`config.mk`:
```
export PLATFORM = sky130hd
export DESIGN_NAME = sprite_renderer
export DESIGN_NICKNAME = d
export VERILOG_FILES = /design/src/rtl/sprite_renderer_pkg.sv /design/src/rtl/sprite_rom.sv /design/src/rtl/sprite_renderer.sv
export SDC_FILE = /design/constraint.sdc
export NUM_CORES = 1
export LEC_CHECK = 0
export BUFFER_PORTS_ARGS = -buffer_cell sky130_fd_sc_hd__clkbuf_2
export CORE_ASPECT_RATIO = 2
export CORE_UTILIZATION = 50
export CTS_CLUSTER_DIAMETER = 120
export DETAILED_ROUTE_END_ITERATION = 8
export PLACE_DENSITY = 0.82
export SETUP_SLACK_MARGIN = 0.5
export SYNTH_ARGS = -nofsm -noshare
export SYNTH_HDL_FRONTEND = slang
export SYNTH_SLANG_ARGS = --single-unit
export TNS_END_PERCENT = 5
```
`constraint.sdc`:
```
create_clock -name clk -period 4.2 [get_ports clk]
set_clock_uncertainty 0.2 [all_clocks]
set_input_delay 0.63 -clock clk [delete_from_list [all_inputs] [get_ports clk]]
set_output_delay 0.63 -clock clk [all_outputs]
set_load 0.01 [all_outputs]
```
`src/rtl/sprite_renderer_pkg.sv`:
```
//==============================================================================
// Module   : sprite_renderer_pkg
// Brief    : Shared colours, sprite IDs and sprite geometry for the renderer.
// Revision : 1.0
//==============================================================================
`default_nettype none

package sprite_renderer_pkg;

  localparam logic [2:0] C_BLACK   = 3'b000;
  localparam logic [2:0] C_BLUE    = 3'b001;
  localparam logic [2:0] C_GREEN   = 3'b010;
  localparam logic [2:0] C_CYAN    = 3'b011;
  localparam logic [2:0] C_RED     = 3'b100;
  localparam logic [2:0] C_MAGENTA = 3'b101;
  localparam logic [2:0] C_YELLOW  = 3'b110;
  localparam logic [2:0] C_WHITE   = 3'b111;

  localparam int SPRITE_W  = 32;
  localparam int SPRITE_AW = $clog2(SPRITE_W);

  typedef enum logic [2:0] {
    INV_A   = 3'd0,
    INV_B   = 3'd1,
    SHIP    = 3'd2,
    BULLET  = 3'd3,
    EXPLODE = 3'd4
  } sprite_id_e;

endpackage

`default_nettype wire

```
`src/rtl/sprite_rom.sv`:
```
//==============================================================================
// Module   : sprite_rom
// Brief    : Combinational 32x32 one-bit sprite bitmaps, selected by sprite ID.
// Revision : 1.0
//==============================================================================
`default_nettype none

module sprite_rom
  import sprite_renderer_pkg::*;
(
  input  sprite_id_e           id_i,
  input  logic [SPRITE_AW-1:0] row_i,
  input  logic [SPRITE_AW-1:0] col_i,
  output logic                 bit_o
);

  always_comb begin
    bit_o = 1'b0;
    case (id_i)
      INV_A:   bit_o = ~row_i[4];
      INV_B:   bit_o = row_i[4];
      // Ship: lower hull plus a central mast spanning columns 12..19
      SHIP:    bit_o = row_i[4] | (col_i[4:2] == 3'b011) | (col_i[4:2] == 3'b100);
      BULLET:  bit_o = (col_i >= 5'd14) && (col_i <= 5'd17);
      EXPLODE: bit_o = ~(row_i[2] ^ col_i[2]);
      default: bit_o = 1'b0;
    endcase
  end

endmodule

`default_nettype wire

```
`src/rtl/sprite_renderer.sv`:
```
//==============================================================================
// Module   : sprite_renderer
// Brief    : Two-stage beam-position to RGB sprite renderer with animation,
//            explosions, multiple bullets and a checkerboard test pattern.
// Revision : 1.0
//==============================================================================
`default_nettype none

module sprite_renderer
  import sprite_renderer_pkg::*;
#(
  parameter int TILE_LOG2      = 5,
  parameter int COLS           = 20,
  parameter int ROWS           = 2,
  parameter int N_BULLETS      = 2,
  parameter int SHIP_ROW       = 13,
  parameter int ANIM_FRAMES    = 30,
  parameter int EXPLODE_FRAMES = 15
) (
  input  logic                   clk,
  input  logic                   clr,
  input  logic [9:0]             VGAx,
  input  logic [9:0]             VGAy,
  input  logic                   pix_valid,
  input  logic                   frame_start,
  input  logic                   test_mode,
  input  logic [ROWS*COLS-1:0]   invArray,
  input  logic [4:0]             invLine,
  input  logic [4:0]             shipX,
  input  logic [5*N_BULLETS-1:0] bulletX,
  input  logic [4*N_BULLETS-1:0] bulletY,
  input  logic [N_BULLETS-1:0]   bulletFlying,
  input  logic                   hit_valid,
  input  logic [4:0]             hit_x,
  input  logic [4:0]             hit_y,
  output logic [2:0]             rgb,
  output logic                   rgb_valid
);

  localparam int FCW = (ANIM_FRAMES > 1) ? $clog2(ANIM_FRAMES) : 1;
  localparam int ECW = $clog2(EXPLODE_FRAMES + 1);

  logic [FCW-1:0] frame_cnt_q, frame_cnt_d;
  logic           phase_q, phase_d;
  logic [ECW-1:0] exp_cnt_q, exp_cnt_d;
  logic [4:0]     hx_q, hx_d, hy_q, hy_d;

  // Game-state counters; stage 1 looks at the _d values so a pixel in the
  // frame_start cycle already sees the updated phase/explosion.
  always_comb begin
    frame_cnt_d = frame_cnt_q;
    phase_d     = phase_q;
    exp_cnt_d   = exp_cnt_q;
    hx_d        = hx_q;
    hy_d        = hy_q;
    if (frame_start) begin
      if (frame_cnt_q == FCW'(ANIM_FRAMES - 1)) begin
        frame_cnt_d = '0;
        phase_d     = ~phase_q;
      end else begin
        frame_cnt_d = frame_cnt_q + FCW'(1);
      end
    end
    if (hit_valid) begin
      exp_cnt_d = ECW'(EXPLODE_FRAMES);
      hx_d      = hit_x;
      hy_d      = hit_y;
    end else if (frame_start && (exp_cnt_q != '0)) begin
      exp_cnt_d = exp_cnt_q - ECW'(1);
    end
  end

  logic [9:0]           tx, ty;
  logic [SPRITE_AW-1:0] srow, scol;
  logic                 bul_m, ship_m, exp_m, inv_m, inv_odd;

  assign tx   = VGAx >> TILE_LOG2;
  assign ty   = VGAy >> TILE_LOG2;
  assign srow = SPRITE_AW'(VGAy[TILE_LOG2-1:0]) << (SPRITE_AW - TILE_LOG2);
  assign scol = SPRITE_AW'(VGAx[TILE_LOG2-1:0]) << (SPRITE_AW - TILE_LOG2);

  always_comb begin
    bul_m   = 1'b0;
    inv_m   = 1'b0;
    inv_odd = 1'b0;
    for (int i = 0; i < N_BULLETS; i++) begin
      if (bulletFlying[i] && (tx == {5'd0, bulletX[5*i +: 5]}) &&
          (ty == {6'd0, bulletY[4*i +: 4]}))
        bul_m = 1'b1;
    end
    ship_m = (tx == {5'd0, shipX}) && (ty == 10'(SHIP_ROW));
    exp_m  = (exp_cnt_d != '0) && (tx == {5'd0, hx_d}) && (ty == {5'd0, hy_d});
    // Exhaustive compare keeps every invArray index a constant in range.
    for (int r = 0; r < ROWS; r++) begin
      for (int c = 0; c < COLS; c++) begin
        if ((ty == ({5'd0, invLine} + 10'(r))) && (tx == 10'(c))) begin
          inv_m   = invArray[r*COLS + c];
          inv_odd = r[0];
        end
      end
    end
  end

  logic                 s1_valid_q, s1_test_q, s1_check_q, s1_phase_q;
  logic                 s1_bul_q, s1_ship_q, s1_exp_q, s1_inv_q, s1_odd_q;
  logic [SPRITE_AW-1:0] s1_row_q, s1_col_q;
  logic [2:0]           rgb_q, rgb_d;
  logic                 rgb_valid_q;

  always_ff @(posedge clk) begin
    if (clr) begin
      frame_cnt_q <= '0;
      phase_q     <= 1'b0;
      exp_cnt_q   <= '0;
      hx_q        <= '0;
      hy_q        <= '0;
      s1_valid_q  <= 1'b0;
      s1_test_q   <= 1'b0;
      s1_check_q  <= 1'b0;
      s1_phase_q  <= 1'b0;
      s1_bul_q    <= 1'b0;
      s1_ship_q   <= 1'b0;
      s1_exp_q    <= 1'b0;
      s1_inv_q    <= 1'b0;
      s1_odd_q    <= 1'b0;
      s1_row_q    <= '0;
      s1_col_q    <= '0;
      rgb_q       <= C_BLACK;
      rgb_valid_q <= 1'b0;
    end else begin
      frame_cnt_q <= frame_cnt_d;
      phase_q     <= phase_d;
      exp_cnt_q   <= exp_cnt_d;
      hx_q        <= hx_d;
      hy_q        <= hy_d;
      s1_valid_q  <= pix_valid;
      s1_test_q   <= test_mode;
      s1_check_q  <= tx[0] ^ ty[0];
      s1_phase_q  <= phase_d;
      s1_bul_q    <= bul_m;
      s1_ship_q   <= ship_m;
      s1_exp_q    <= exp_m;
      s1_inv_q    <= inv_m;
      s1_odd_q    <= inv_odd;
      s1_row_q    <= srow;
      s1_col_q    <= scol;
      rgb_q       <= rgb_d;
      rgb_valid_q <= s1_valid_q;
    end
  end

  sprite_id_e sid;
  logic       sbit;
  logic [2:0] obj_col;
  logic       obj_any;

  always_comb begin
    sid     = s1_phase_q ? INV_B : INV_A;
    obj_col = s1_odd_q ? C_GREEN : C_MAGENTA;
    obj_any = s1_bul_q | s1_ship_q | s1_exp_q | s1_inv_q;
    if (s1_bul_q) begin
      sid     = BULLET;
      obj_col = C_YELLOW;
    end else if (s1_ship_q) begin
      sid     = SHIP;
      obj_col = C_RED;
    end else if (s1_exp_q) begin
      sid     = EXPLODE;
      obj_col = C_WHITE;
    end
  end

  sprite_rom u_rom (
    .id_i  (sid),
    .row_i (s1_row_q),
    .col_i (s1_col_q),
    .bit_o (sbit)
  );

  always_comb begin
    rgb_d = C_BLACK;
    if (s1_valid_q) begin
      if (s1_test_q)
        rgb_d = s1_check_q ? C_WHITE : C_BLACK;
      else if (obj_any && sbit)
        rgb_d = obj_col;
    end
  end

  assign rgb       = rgb_q;
  assign rgb_valid = rgb_valid_q;

endmodule

`default_nettype wire
```
# [Word level (Yosys, flattened, before mapping)]
# Cells that the tools add are included.
[word_totals] register_bits=42 out_inout_bits=4
[classes] n_addsub=3 magnitude_cmp=2 n_eq_ne=36 n_mux=79 n_bitwise=11 n_reduce_logical=56
[ops] op="2-to-1 mux 1 bit" n=63
[ops] op="logical AND 1 bit" n=50
[ops] op="== test 5 x 4 -> 1 bit (second input constant)" n=9
[ops] op="== test 5 bit" n=6
[ops] op="2-to-1 mux 3 bit" n=10
[ops] op="== test 5 bit (second input constant)" n=5
[ops] op="== test 5 x 3 -> 1 bit (second input constant)" n=4
[ops] op="2-to-1 mux 5 bit" n=3
[ops] op="== test 5 x 2 -> 1 bit (second input constant)" n=2
[ops] op="== test 5 x 4 -> 1 bit" n=2
[ops] op="zero test 10 bit" n=1
[ops] op="== test 3 x 2 -> 1 bit (second input constant)" n=3
[ops] op="2-to-1 mux 4 bit" n=2
[ops] op="nonzero test 4 bit" n=2
[ops] op="adder 5 x 1 -> 6 bit (second input constant)" n=1
[ops] op="== test 3 bit (second input constant)" n=2
[ops] op="== test 5 x 6 -> 1 bit" n=1
[ops] op="adder 5 x 1 -> 5 bit (second input constant)" n=1
[ops] op="== test 5 x 1 -> 1 bit (second input constant)" n=1
[ops] op=">= comparator 5 x 4 -> 1 bit (second input constant)" n=1
[ops] op="less-or-equal comparator 5 bit (second input constant)" n=1
[ops] op="bitwise OR 1 bit" n=5
[ops] op="case mux 1 bit (5 select lines)" n=1
[ops] op="inverter 1 bit" n=4
[ops] op="other kinds (6)" n=7

# [Depth between registers and ports, before layout]
[depth] word_depth=42 ltp_mapped=9 mapped_depth_nobuf=7

# [Modules after synthesis]
# A second synthesis with hierarchy kept.
[unflattened] hier_cells=354 hier_area_um2=2896.5
[modules_own_cells] mod="sprite_renderer" instances=1 cells_each=341 area_each_um2=2810.2
[modules_own_cells] mod="sprite_rom" instances=1 cells_each=13 area_each_um2=86.3

# [Worst setup path after synthesis]
# Ideal clock, no wire load.
[synth_path] path_kind="input to register" startpoint="in invLine[0]" endpoint="reg s1_inv_q" setup_ns=0.086 arrival_ns=1.858 t_required_ns=3.914 setup_slack_ns=2.056 stages=7 path_buffers=0 path_cell_list="ha_1 -> and2_4 -> a211o_1 -> a31oi_1 -> o31a_1 -> o21ai_1 -> a221oi_2"
[synth_via] elab_chain_cells=42
[synth_rtl] item="start: declaration" line="sprite_renderer.sv:28" text="input logic [4:0] invLine,"
[synth_rtl] item="== test 5 bit" line="sprite_renderer.sv:96" text="if ((ty == ({5'd0, invLine} + 10'(r))) && (tx == 10'(c))) begin"
[synth_rtl] item="logical AND 1 bit" line="sprite_renderer.sv:96"
[synth_rtl] item="2-to-1 mux 1 bit (39 in a row)" line="sprite_renderer.sv:96"
[synth_rtl] item="2-to-1 mux 1 bit *" line="sprite_renderer.sv:96"
[synth_rtl] item="end signal: assignment" line="sprite_renderer.sv:143" text="s1_inv_q <= inv_m;"
[synth_rtl] item="end: declaration" line="sprite_renderer.sv:105" text="logic s1_bul_q, s1_ship_q, s1_exp_q, s1_inv_q, s1_odd_q;"
# Every way passes the cells marked *; elsewhere a longest branch is shown, timed or not.
# A chain may end at the register's enable or synchronous reset.

# [Worst setup path after layout]
[layout_path] startpoint="in VGAx[5]" endpoint="reg s1_inv_q"
[layout_via] elab_chain_cells=42
[layout_rtl] item="start: declaration" line="sprite_renderer.sv:22" text="input logic [9:0] VGAx,"
[layout_rtl] item="zero test 10 bit" line="sprite_renderer.sv:96"
[layout_rtl] item="logical AND 1 bit" line="sprite_renderer.sv:96"
[layout_rtl] item="2-to-1 mux 1 bit (39 in a row)" line="sprite_renderer.sv:96"
[layout_rtl] item="2-to-1 mux 1 bit *" line="sprite_renderer.sv:96"
# Marked as above.

==> flow_metrics.env <==
export IMPL_ys_seq_area_share_pct=28.2
export IMPL_relSlewSlack_pct=53.9
export IMPL_core_area_mm2=0.00518
export IMPL_hold_depth=2
export IMPL_share_comb_of_total_power_pct=24.0
export IMPL_die_w_um=53.9
export IMPL_path_class="in -> reg"
export IMPL_cts_setup_buffers=0
export IMPL_routed_via_density=5.72
export IMPL_period_share_pct=56.7
export IMPL_cts_num_sinks=38
export IMPL_power_leakage_nw=1.45
export IMPL_tightest_slew_ns=0.691
export IMPL_synth_area_mm2=0.00270
export IMPL_reg2reg_depth=7
export IMPL_drtIter0Drc=43
export IMPL_wire_per_inst_um=15.2
export IMPL_routed_wl_mm=7.05
export IMPL_fin_cells=465
export IMPL_synthArstFlopShare_pct=0
export IMPL_cts_buffers=5
export IMPL_power_uw=921
export IMPL_diodes=0
export IMPL_irDropWorstVdd_mv=0.262
export IMPL_drc_errors=0
export IMPL_first_pass_iters=4
export IMPL_rrSetupSlack_ns=2.21
export IMPL_setup_slack_ns=1.82
export IMPL_power_internal_uw=661
export IMPL_cts_path_max_buffers=2
export IMPL_pwr_share_clk_pct=34.0
export IMPL_grt_usage_pct=26.6
export IMPL_synth_seq_cells=38
export IMPL_grt_setup_unrepaired="no"
export IMPL_synth_nets=424
export IMPL_final_max_slew_viol_count=0
export IMPL_max_freq_mhz=420
export IMPL_cp_start_kind="input port"
export IMPL_cts_hold_buffers=0
export IMPL_grt_pass1_vias=2575
export IMPL_fillCellCount=473
export IMPL_io_pins=110
export IMPL_r2r_end="s1_exp_q"
export IMPL_placed_cells=457
export IMPL_status="finished clean"
export IMPL_p_seq_share_pct=42.0
export IMPL_ant_nets=0
export IMPL_antenna_found_initial=0
export IMPL_hold_class="reg -> reg"
export IMPL_clkTransAtPathRegs_ns=0.08
export IMPL_grt_overflow_total=0
export IMPL_place_gp_congestion=0.898
export IMPL_clock_latency_ns=0.30
export IMPL_syn2layout_area_growth_pct=21.2
export IMPL_port_buffers=105
export IMPL_synth_cell_types=62
export IMPL_num_vias=2659
export IMPL_synth_edf_count=0
export IMPL_r2r_start="exp_cnt_q[0]"
export IMPL_post_dp_cell_area_mm2=0.00315
export IMPL_post_route_cell_area_mm2=0.00327
export IMPL_ys_top_cells_by_count="dfxtp_1 (38), nor2_1 (37), xnor2_1 (26)"
export IMPL_synthTopCellsByArea="dfxtp_1 (28%), xnor2_1 (8.4%), xor2_1 (7.5%)"
export IMPL_ys_flop_type="dfxtp_1"
export IMPL_holdWs_ns=0.304
export IMPL_cts_root_buf="clkbuf_8"
export IMPL_dpl_worst_slack_ns=1.51
export IMPL_cts_repair_resized=0
export IMPL_synth_top_area_share_pct=28.2
export IMPL_netSwitchingPower_uw=260
export IMPL_synthCells=314
export IMPL_syn_area_per_cell_um2=8.58
export IMPL_cp_max_fo=29
export IMPL_fin_nets=516
export IMPL_cp_arrival_ns=2.39
export IMPL_die_area_mm2=0.00571
export IMPL_yosysTopAreaCell="dfxtp_1"
export IMPL_start_util_pct=52.0
export IMPL_drive_above_1_share_pct=30.2
export IMPL_yosys_warnings=0
export IMPL_grt_pass1_wl_mm=11.1
export IMPL_min_period_ns=2.38
export IMPL_endpoint_kind="flop"
export IMPL_hold_violations=0
export IMPL_power_density_mw_per_mm2=282
export IMPL_required_ns=4.21
export IMPL_hpwl_mm=5.64
export IMPL_setup_tns_ns=0
export IMPL_die_h_um=106
export IMPL_grt_start_max_net_pins=32
export IMPL_setup_viol=0
export IMPL_cts_tree="done"
export IMPL_rows=37
export IMPL_p_sw_share_pct=28.2
export IMPL_htree_levels=2
export IMPL_maxCapViolCount=0
export IMPL_worstSetupStartpoint="VGAx[5]"
export IMPL_cp_endpoint="s1_inv_q"
export IMPL_synth_most_common_cell="dfxtp_1"
export IMPL_utilization_pct=63.0
## cells in the final DEF (no fill, tap or decap), types with 2 or more instances in the layout
| master | count |
|---|---|
| a211o_1 | 2 |
| a211oi_1 | 5 |
| a21oi_1 | 11 |
| a31oi_1 | 5 |
| and3b_1 | 2 |
| clkbuf_2 | 105 |
| clkbuf_8 | 5 |
| clkinvlp_4 | 2 |
| dfxtp_1 | 38 |
| ha_1 | 4 |
| inv_1 | 9 |
| mux2i_1 | 16 |
| mux4_2 | 2 |
| nand2_1 | 13 |
| nand2b_1 | 7 |
| nand3_1 | 7 |
| nand3b_1 | 4 |
| nand4_1 | 5 |
| nor2_1 | 37 |
| nor2b_1 | 12 |
| nor3_1 | 7 |
| nor3b_1 | 2 |
| nor3b_2 | 2 |
| nor4_1 | 6 |
| o211ai_1 | 4 |
| o21ai_0 | 7 |
| o21ai_1 | 3 |
| o21bai_1 | 2 |
| o22ai_1 | 2 |
| o2bb2ai_1 | 2 |
| o31ai_1 | 2 |
| or3b_1 | 2 |
| xnor2_1 | 26 |
| xor2_1 | 23 |
## final cells by class
cell class	instances	area [µm²]	share of cell area, %
Multi-Input combinational cell	246	1760	53.8
Sequential cell	38	761	23.3
Timing Repair Buffer	105	526	16.1
Tap cell	58	72.6	2.22
Clock buffer	5	68.8	2.11
Clock inverter	3	45.0	1.38
Inverter	10	37.5	1.15
## layer usage
metal	global-route usage (%)	share of wire, %	vias to the layer above
li1	-	-	1287
met1	26.0	35	1215
met2	46.9	53	130
met3	3.75	5.3	27
met4	18.6	6.4	0
met5	0	0	-
## critical path: stages
cell and delay, ns:
clkbuf_2 0.53, nand2b_1 0.25, o2bb2ai_1 0.24, a21oi_1 0.10
a211o_1 0.23, o2bb2ai_1 0.14, a221oi_2 0.26
## worst min path at each step
stage	startpoint	endpoint	slack, ns
6_report	s1_check_q	rgb[1]	0.30
5_1_grt	VGAy[2]	s1_row_q[2]	0.34
4_1_cts	s1_check_q	rgb[2]	0.30
3_5_place_dp	s1_valid_q	rgb_valid	0.28
3_3_place_gp	s1_valid_q	rgb_valid	0.28
2_1_floorplan	s1_valid_q	rgb_valid	0.25
## power groups by stage
stage	registers (mW)	logic [mW]	clock network, mW
after global routing	0.389	0.244	0.329
after global placement	0.395	0.212	0
after floorplan	0.394	0.147	0
final	0.387	0.221	0.313
after CTS	0.387	0.221	0.314
after detailed placement	0.395	0.220	0
## kinds of logic (layout without fill, tap and decap cells)
kind of cell	after synthesis	after routing	synth area share (%)
AO/OA/AOI/OAI	57	57	14.4
XOR/XNOR	49	49	15.9
adder cells (fa/ha/maj)	4	4	1.86
buffers and inverters	30	123	6.64
flip-flops	38	38	28.2
multiplexers	20	20	9.01
AND/OR/NAND/NOR	116	116	23.9
## registers in the layout (all words and copies together), names as in the netlist
| register | flops |
|---|---|
| s1_inv_q | 1 |
| s1_test_q | 1 |
| hy_q | 5 |
| s1_row_q | 2 |
| s1_valid_q | 1 |
| s1_exp_q | 1 |
| s1_bul_q | 1 |
| s1_col_q | 4 |
| frame_cnt_q | 5 |
| rgb_valid | 1 |
| s1_ship_q | 1 |
| s1_check_q | 1 |
| s1_phase_q | 1 |
| hx_q | 5 |
| s1_odd_q | 1 |
| rgb | 3 |
| exp_cnt_q | 4 |
Power figures use the tool's default switching activity.
